### src/rtl/branch_ctrl_if.sv
// branch_ctrl_if: ID-stage branch request, comparator and redirect signals of branch_ctrl
interface branch_ctrl_if;
    logic        i_br_valid;
    logic [2:0]  i_br_type;
    logic [31:0] i_rs_data;
    logic [31:0] i_rt_data;
    logic        i_rs_ready;
    logic        i_rt_ready;
    logic [31:0] i_target;
    logic        i_flush;
    logic        i_equal;
    logic        i_greater;
    logic        i_less;
    logic [31:0] o_cmp_a;
    logic [31:0] o_cmp_b;
    logic        o_stall;
    logic        o_redirect;
    logic [31:0] o_redirect_pc;
    logic        o_busy;
    logic [15:0] o_br_cnt;
    logic [15:0] o_taken_cnt;

    modport master (
        output i_br_valid, i_br_type, i_rs_data, i_rt_data, i_rs_ready, i_rt_ready,
               i_target, i_flush, i_equal, i_greater, i_less,
        input  o_cmp_a, o_cmp_b, o_stall, o_redirect, o_redirect_pc, o_busy,
               o_br_cnt, o_taken_cnt
    );

    modport slave (
        input  i_br_valid, i_br_type, i_rs_data, i_rt_data, i_rs_ready, i_rt_ready,
               i_target, i_flush, i_equal, i_greater, i_less,
        output o_cmp_a, o_cmp_b, o_stall, o_redirect, o_redirect_pc, o_busy,
               o_br_cnt, o_taken_cnt
    );
endinterface

### src/rtl/branch_ctrl.sv
// branch_ctrl: ID-stage conditional branch resolver with operand wait, shared comparator and counters
module branch_ctrl #(
    parameter int CNT_W = 16
) (
    input  logic         clk,
    input  logic         rst_n,
    branch_ctrl_if.slave br
);
    typedef enum logic [1:0] {IDLE, WAIT, EVAL, DONE} state_t;

    state_t           r_state;
    logic [31:0]      r_op_a;
    logic [31:0]      r_op_b;
    logic [31:0]      r_target;
    logic [31:0]      r_redirect_pc;
    logic [2:0]       r_type;
    logic             r_redirect;
    logic [CNT_W-1:0] r_br_cnt;
    logic [CNT_W-1:0] r_taken_cnt;
    logic             w_two_op;
    logic             w_ready;
    logic             w_taken;

    // BEQ/BNE compare two registers; the other types compare rs against zero
    assign w_two_op = br.i_br_type[2:1] == 2'b00;
    assign w_ready  = br.i_rs_ready & (br.i_rt_ready | ~w_two_op);

    // Branch condition from the latched type and the shared comparator flags
    always_comb begin
        case (r_type)
            3'd0:    w_taken = br.i_equal;
            3'd1:    w_taken = ~br.i_equal;
            3'd2:    w_taken = br.i_greater;
            3'd3:    w_taken = ~br.i_greater;
            3'd4:    w_taken = br.i_less;
            3'd5:    w_taken = ~br.i_less;
            default: w_taken = 1'b0;
        endcase
    end

    // Control FSM with operand latch, registered redirect and saturating counters
    always_ff @(posedge clk or negedge rst_n) begin
        if (!rst_n) begin
            r_state       <= IDLE;
            r_op_a        <= '0;
            r_op_b        <= '0;
            r_target      <= '0;
            r_type        <= '0;
            r_redirect    <= 1'b0;
            r_redirect_pc <= '0;
            r_br_cnt      <= '0;
            r_taken_cnt   <= '0;
        end else if (br.i_flush) begin
            r_state    <= IDLE;
            r_redirect <= 1'b0;
        end else begin
            case (r_state)
                IDLE, WAIT: begin
                    r_state <= !br.i_br_valid ? IDLE : w_ready ? EVAL : WAIT;
                    if (br.i_br_valid && w_ready) begin
                        r_op_a   <= br.i_rs_data;
                        r_op_b   <= w_two_op ? br.i_rt_data : 32'd0;
                        r_type   <= br.i_br_type;
                        r_target <= br.i_target;
                    end
                end
                EVAL: begin
                    r_state       <= DONE;
                    r_redirect    <= w_taken;
                    r_redirect_pc <= w_taken ? r_target : r_redirect_pc;
                    r_br_cnt      <= r_br_cnt + CNT_W'(~&r_br_cnt);
                    r_taken_cnt   <= r_taken_cnt + CNT_W'(w_taken & ~&r_taken_cnt);
                end
                DONE: begin
                    r_state    <= IDLE;
                    r_redirect <= 1'b0;
                end
            endcase
        end
    end

    // Stall is gated by reset so a held br_valid cannot stall the pipe during reset
    assign br.o_stall       = rst_n & ((r_state == IDLE & br.i_br_valid) | r_state == WAIT | r_state == EVAL);
    assign br.o_busy        = r_state != IDLE;
    assign br.o_cmp_a       = r_op_a;
    assign br.o_cmp_b       = r_op_b;
    assign br.o_redirect    = r_redirect;
    assign br.o_redirect_pc = r_redirect_pc;
    assign br.o_br_cnt      = 16'(r_br_cnt);
    assign br.o_taken_cnt   = 16'(r_taken_cnt);
endmodule
### src/flat_wrapper.sv
// flat-port wrapper written by rule: the top's interface ports become plain ports
module branch_ctrl_flat 
#(
    parameter int CNT_W = 16
)
  (clk, rst_n, br_i_br_valid, br_i_br_type, br_i_rs_data, br_i_rt_data, br_i_rs_ready, br_i_rt_ready, br_i_target, br_i_flush, br_i_equal, br_i_greater, br_i_less, br_o_cmp_a, br_o_cmp_b, br_o_stall, br_o_redirect, br_o_redirect_pc, br_o_busy, br_o_br_cnt, br_o_taken_cnt);
  branch_ctrl_if br_i ();
  input  logic clk;
  input  logic rst_n;
  input wire logic [$bits(br_i.i_br_valid)-1:0] br_i_br_valid;
  input wire logic [$bits(br_i.i_br_type)-1:0] br_i_br_type;
  input wire logic [$bits(br_i.i_rs_data)-1:0] br_i_rs_data;
  input wire logic [$bits(br_i.i_rt_data)-1:0] br_i_rt_data;
  input wire logic [$bits(br_i.i_rs_ready)-1:0] br_i_rs_ready;
  input wire logic [$bits(br_i.i_rt_ready)-1:0] br_i_rt_ready;
  input wire logic [$bits(br_i.i_target)-1:0] br_i_target;
  input wire logic [$bits(br_i.i_flush)-1:0] br_i_flush;
  input wire logic [$bits(br_i.i_equal)-1:0] br_i_equal;
  input wire logic [$bits(br_i.i_greater)-1:0] br_i_greater;
  input wire logic [$bits(br_i.i_less)-1:0] br_i_less;
  output wire logic [$bits(br_i.o_cmp_a)-1:0] br_o_cmp_a;
  output wire logic [$bits(br_i.o_cmp_b)-1:0] br_o_cmp_b;
  output wire logic [$bits(br_i.o_stall)-1:0] br_o_stall;
  output wire logic [$bits(br_i.o_redirect)-1:0] br_o_redirect;
  output wire logic [$bits(br_i.o_redirect_pc)-1:0] br_o_redirect_pc;
  output wire logic [$bits(br_i.o_busy)-1:0] br_o_busy;
  output wire logic [$bits(br_i.o_br_cnt)-1:0] br_o_br_cnt;
  output wire logic [$bits(br_i.o_taken_cnt)-1:0] br_o_taken_cnt;
  assign br_i.i_br_valid = br_i_br_valid;
  assign br_i.i_br_type = br_i_br_type;
  assign br_i.i_rs_data = br_i_rs_data;
  assign br_i.i_rt_data = br_i_rt_data;
  assign br_i.i_rs_ready = br_i_rs_ready;
  assign br_i.i_rt_ready = br_i_rt_ready;
  assign br_i.i_target = br_i_target;
  assign br_i.i_flush = br_i_flush;
  assign br_i.i_equal = br_i_equal;
  assign br_i.i_greater = br_i_greater;
  assign br_i.i_less = br_i_less;
  assign br_o_cmp_a = br_i.o_cmp_a;
  assign br_o_cmp_b = br_i.o_cmp_b;
  assign br_o_stall = br_i.o_stall;
  assign br_o_redirect = br_i.o_redirect;
  assign br_o_redirect_pc = br_i.o_redirect_pc;
  assign br_o_busy = br_i.o_busy;
  assign br_o_br_cnt = br_i.o_br_cnt;
  assign br_o_taken_cnt = br_i.o_taken_cnt;
  branch_ctrl #(.CNT_W(CNT_W)) u_core (.clk(clk), .rst_n(rst_n), .br(br_i));
endmodule
### config.mk
export PLATFORM = sky130hd
export DESIGN_NAME = branch_ctrl_flat
export DESIGN_NICKNAME = d
export VERILOG_FILES = /design/src/rtl/branch_ctrl_if.sv /design/src/rtl/branch_ctrl.sv /design/src/flat_wrapper.sv
export SDC_FILE = /design/constraint.sdc
export NUM_CORES = 1
export LEC_CHECK = 0
export BUFFER_PORTS_ARGS = -buffer_cell sky130_fd_sc_hd__buf_2
export CAP_MARGIN = 15
export CORE_ASPECT_RATIO = 1.1
export CORE_MARGIN = 2
export CORE_UTILIZATION = 40
export DETAILED_ROUTE_END_ITERATION = 8
export PLACE_DENSITY = 0.69
export SETUP_SLACK_MARGIN = 0.1
export SLEW_MARGIN = 25
export SYNTH_ARGS = -nofsm -noshare
export SYNTH_HDL_FRONTEND = slang
export SYNTH_SLANG_ARGS = --single-unit
### constraint.sdc
create_clock -name clk -period 2.1 [get_ports clk]
set_input_delay 0.315 -clock clk [delete_from_list [all_inputs] [get_ports clk]]
set_output_delay 0.315 -clock clk [all_outputs]
set_load 0.005 [all_outputs]
# Yosys cells after proc, flatten, opt, wreduce, memory -nomap -nowiden
# Cells that the tools add are included.
# totals
elab_cells	53
output_inout_bits	131
regBits	166
# op_classes
addsub	2
reduce_logical	14
n_mux	8
bitwise_logic	12
n_eq_ne	8
# op_table
cell	n
two-way mux 32 bit	1
AND reduction 16 bit	2
adder 16 x 1 -> 16 bit	1
adder 16 bit	1
== test 3 x 2 -> 1 bit, second input constant	2
== test 3 bit, second input constant	2
two-way mux 2 bit	3
one-hot mux 1 bit (6 select lines)	1
one-hot mux 2 bit (3 select lines)	1
AND reduction 3 bit	2
inverter 1 bit	5
AND 1 bit	4
== test 2 bit, second input constant	2
logical NOT 2 bit	2
== test 3 x 1 -> 1 bit, second input constant	1
logical NOT 3 bit	1
OR 1 bit	3
nonzero test 3 bit	1
== test 2 x 1 -> 1 bit, second input constant	1
logical NOT 1 bit	2
one-hot mux 1 bit (2 select lines)	1
AND reduction 2 bit	1
nonzero test 2 bit	1
OR reduction 2 bit	1
2 further kinds	2

# Depth between registers and ports, before layout
# logic_depth
word_depth	8
mapped_depth	10
ltp_nobuf	10

# Worst setup path after synthesis
# Ideal clock, no wire load.
# synth_timing
path_type	register -> register
startpoint	register u_core.r_taken_cnt[8] (netlist: u_core.br.o_taken_cnt[8])
endpoint	register u_core.r_taken_cnt[10] (netlist: u_core.br.o_taken_cnt[10])
stages_incl_launch_ff	11
slack_ps	-79
n_path_buf	0
setup_time_ps	79
arrival_ps	2100
period_less_slack_ps	2179
cell_sequence	dfrtp_1 > and4_1 > nand4_1 > nor3_1 > a41oi_1 > ha_1 > ha_1 > inv_1 > nor4_4 > and3_1 > xor2_1
# synth_between
elab_chain_len	4
# synth_rtl
element	line	text
start: declaration	branch_ctrl.sv:19	logic [CNT_W-1:0] r_taken_cnt;
start signal: assignment	branch_ctrl.sv:72	r_taken_cnt <= r_taken_cnt + CNT_W'(w_taken & ~&r_taken_cnt);
AND reduction 16 bit	branch_ctrl.sv:72	
logical NOT 1 bit	branch_ctrl.sv:72	
AND 1 bit	branch_ctrl.sv:72	
adder 16 bit *	branch_ctrl.sv:72	
# Every way passes the cells marked *; elsewhere a longest branch is shown, timed or not.
# A chain may end at the register's enable or synchronous reset.

# Final worst setup path
# layout_timing
startpoint	register u_core.r_type[0]
endpoint	register u_core.r_taken_cnt[15] (netlist: u_core.br.o_taken_cnt[15])
# layout_between
elab_chain_len	4
word_cells_on_any_way	9
classes_between	1 x add/sub; 5 x eq/ne; 1 x mux; 1 x bitwise; 1 x reduce/logical
# layout_rtl
element	line	text
start: declaration	branch_ctrl.sv:16	logic [2:0] r_type;
start signal: assignment	branch_ctrl.sv:63	r_type <= br.i_br_type;
== test 3 bit (tied with other cells)	branch_ctrl.sv:30	case (r_type)
one-hot mux 1 bit (6 select lines) *	branch_ctrl.sv:30	
AND 1 bit *	branch_ctrl.sv:72	
adder 16 bit *	branch_ctrl.sv:72	
# Marks and branches as above.

==> impl_metrics.tcl <==
set metrics [dict create \
    status "finished with violations" \
    violations "negative setup slack" \
    power.total_mw 9.33 \
    cp_cell_sequence "xnor2_1 > nor3b_2 > nor2_1 > a41oi_1 > ha_2 > nand3_2 > nor4_4 > nor2b_2 > xor2_1" \
    avgSynthCellArea_um2 13.3 \
    synth_top_cells_by_area "dfrtp_1 62%, mux2_2 11%, mux2_4 7.8%" \
    firstDrtPassIters 4 \
    grt_max_degree 167 \
    die_h_um 140 \
    rrSetupSlack_ns -0.04 \
    vias 4796 \
    drt_iter0_drc 175 \
    finalSetupViolCount 5 \
    dp_hpwl_um 10900 \
    drc 0 \
    grtUsageMet2_pct 29.6 \
    grt_busiest_layer "met2" \
    place_inst 955 \
    synth_seq_area_share_pct 61.6 \
    cts_buffer_depth 2 \
    ys_warn_count 0 \
    synth_seq_cells 166 \
    portBuffers 238 \
    post-route-period-util_pct 102 \
    clkTransAtPathRegs_ns 0.06 \
    start_util_pct 41.1 \
    timing.final.ws_setup_ns -0.0398 \
    synth_top_area_cell "dfrtp_1" \
    post-route-min-period_ns 2.14 \
    synthesis.nets 618 \
    fin_hold_ws_ns 0.0580 \
    clock_latency_ns 0.42 \
    core_um2 16400 \
    slew_violations 0 \
    synth.distinct_cells 32 \
    cts_tree "done" \
    synthToLayoutAreaGrowth_pct 35.2 \
    final_cell_area_um2 9130 \
    place_ws_ns -0.0402 \
    maxCapViolations 0 \
    gr-usage-met1_pct 21.5 \
    io_pins 239 \
    rows 49 \
    rsz0062_at_grt "true" \
    synthCells 506 \
    drive_above_1_share_pct 54.6 \
    crit_required_ns 2.44 \
    crit_family "simple AND/OR/NAND/NOR gates" \
    max_stage_delay_ns 0.43 \
    grt_first_pass_wirelength_um 24500 \
    crit_slowest_cell "dfrtp_1" \
    antenna_found_initial 1 \
    hold_buffers 0 \
    chipWidth_um 128 \
    grt_pass1_vias 4845 \
    path_max_fanout 4 \
    skew_ns 0.0104 \
    antenna_left 0 \
    placed_area_um2 8390 \
    cts_buffers 17 \
    cp.arrival_ns 2.48 \
    wl_per_cell_um 15.4 \
    htree_levels 4 \
    viasPerCell 4.82 \
    gp_congestion 0.749 \
    die_area_um2 17900 \
    netlist_area_um2 6750 \
    grt_use_total_pct 17.6 \
    finalHoldViolCount 0 \
    maxSlewHeadroom_pct 40.0 \
    fin_cells 996 \
    grt_overflow 0 \
    vdd_drop_max_uv 468 \
    crit_type "reg2reg" \
    utilization_pct 55.5 \
    critical_path_buf_inv_count 0 \
    tightestPinTransition_ns 0.899 \
    setup_tns_ns -0.121 \
    cellPowerDensity_nw_per_um2 1020 \
    use_met3_pct 5.23 \
    start_kind "register" \
    root_buffer "clkbuf_16" \
    hold_path.class "in2async" \
    endpoint_kind "register" \
    clock-sinks 166 \
    synth_top_cell_area_share_pct 61.6 \
    fmax_ghz 0.467 \
    power.leakage_nw 4.77 \
    routed_wl_um 15300 \
    fin_nets 890 \
]
==> repair_timing <==
action	in CTS	in global routing
gates resized for setup	5	14
setup buffers	2	6
hold endpoints to repair	0	0
pin swaps	6	2
endpoints found under the setup margin	13	22
==> sequential cells by signal, summed over array words and instances, names as in the netlist <==
signal	flops
u_core.br.o_cmp_b	32
u_core.r_type	3
u_core.r_state	2
u_core.r_target	32
u_core.br.o_cmp_a	32
u_core.br.o_redirect_pc	32
u_core.br.o_taken_cnt	16
u_core.br.o_br_cnt	16
u_core.br.o_redirect	1
==> where the power goes <==
part / switching [mW] / internal (mW) / leakage, nW
Sequential: 0.388 / 3.90 / 2.11
Combinational: 0.748 / 1.13 / 2.38
Clock: 1.28 / 1.89 / 0.281
==> cell usage after synthesis <==
library cell	n
dfrtp_1	166
nand2_1	92
mux2_2	64
mux2_4	35
o21ai_0	32
xnor2_1	22
nand4_1	11
buf_2	10
clkbuf_1	10
nor2_1	9
xor2_1	9
nand3_1	7
and3_1	5
buf_6	5
ha_1	4
and4_1	3
inv_1	2
nor2b_1	2
nor3_1	2
nor3b_1	2
nor4_4	2
or2_2	2
a21o_1	1
a22o_1	1
a41oi_1	1
and2_1	1
nor4_1	1
o211a_1	1
o21a_1	1
o31ai_1	1
or3b_2	1
or4b_1	1
==> final timing paths <==
path | start | endpoint | cells after the start
max | u_core.r_type[0] | u_core.br.o_taken_cnt[15] | 9
max in group asynchronous | rst_n | u_core.br.o_cmp_a[13] | 2
max reg2reg | u_core.r_type[0] | u_core.br.o_taken_cnt[15] | 9
min reg2reg | u_core.br.o_redirect | u_core.br.o_redirect | 1
min in group clk | br_i_rs_data[16] | u_core.br.o_cmp_a[16] | 2
min | rst_n | u_core.br.o_taken_cnt[3] | 2
==> routing by layer <==
metal	wire length, um	vias up
met1	6350	2353
met5	0	-
met3	858	21
li1	-	2273
met4	277	0
met2	7810	149
==> cell families (layout without fill, tap and decap cells) <==
group           count (synthesis)  count (layout)  synth area share, %
simple gates                  141             141                 9.85
other cells                     0               1                    0
compound gates                 38              38                 3.12
flops                         166             166                 61.6
mux                            99              99                 18.5
buf+inv                        27             312                 2.24
xor+xnor                       31              31                 4.02
fa+ha+maj                       4               4                0.742
==> placed cells by master, fill, tap and decap left out, types with 3 or more instances in the layout <==
cell type and n:
xor2_1 9, nor4_4 3, buf_2 237, xnor2_1 22, bufinv_16 3, mux2_2 64
nand2_2 3, nand3_1 6, o21ai_0 32, nor2_1 6, buf_12 6, nor2_2 3
inv_6 4, buf_6 3, clkbuf_16 17, nand2_1 89, clkinvlp_4 4, buf_4 32
nand4_1 11, mux2_4 35, dfrtp_1 166
==> final cells by class <==
class,count,area (um2)
sequential,166,4150
antenna,1,2.50
fill,1434,7300
tap,204,255
multi-input combinational,313,2520
clock inverter,13,169
timing repair buffer,278,1580
clock buffer,19,433
inverter,2,7.51
No activity file was read; power rests on OpenSTA's default activity.
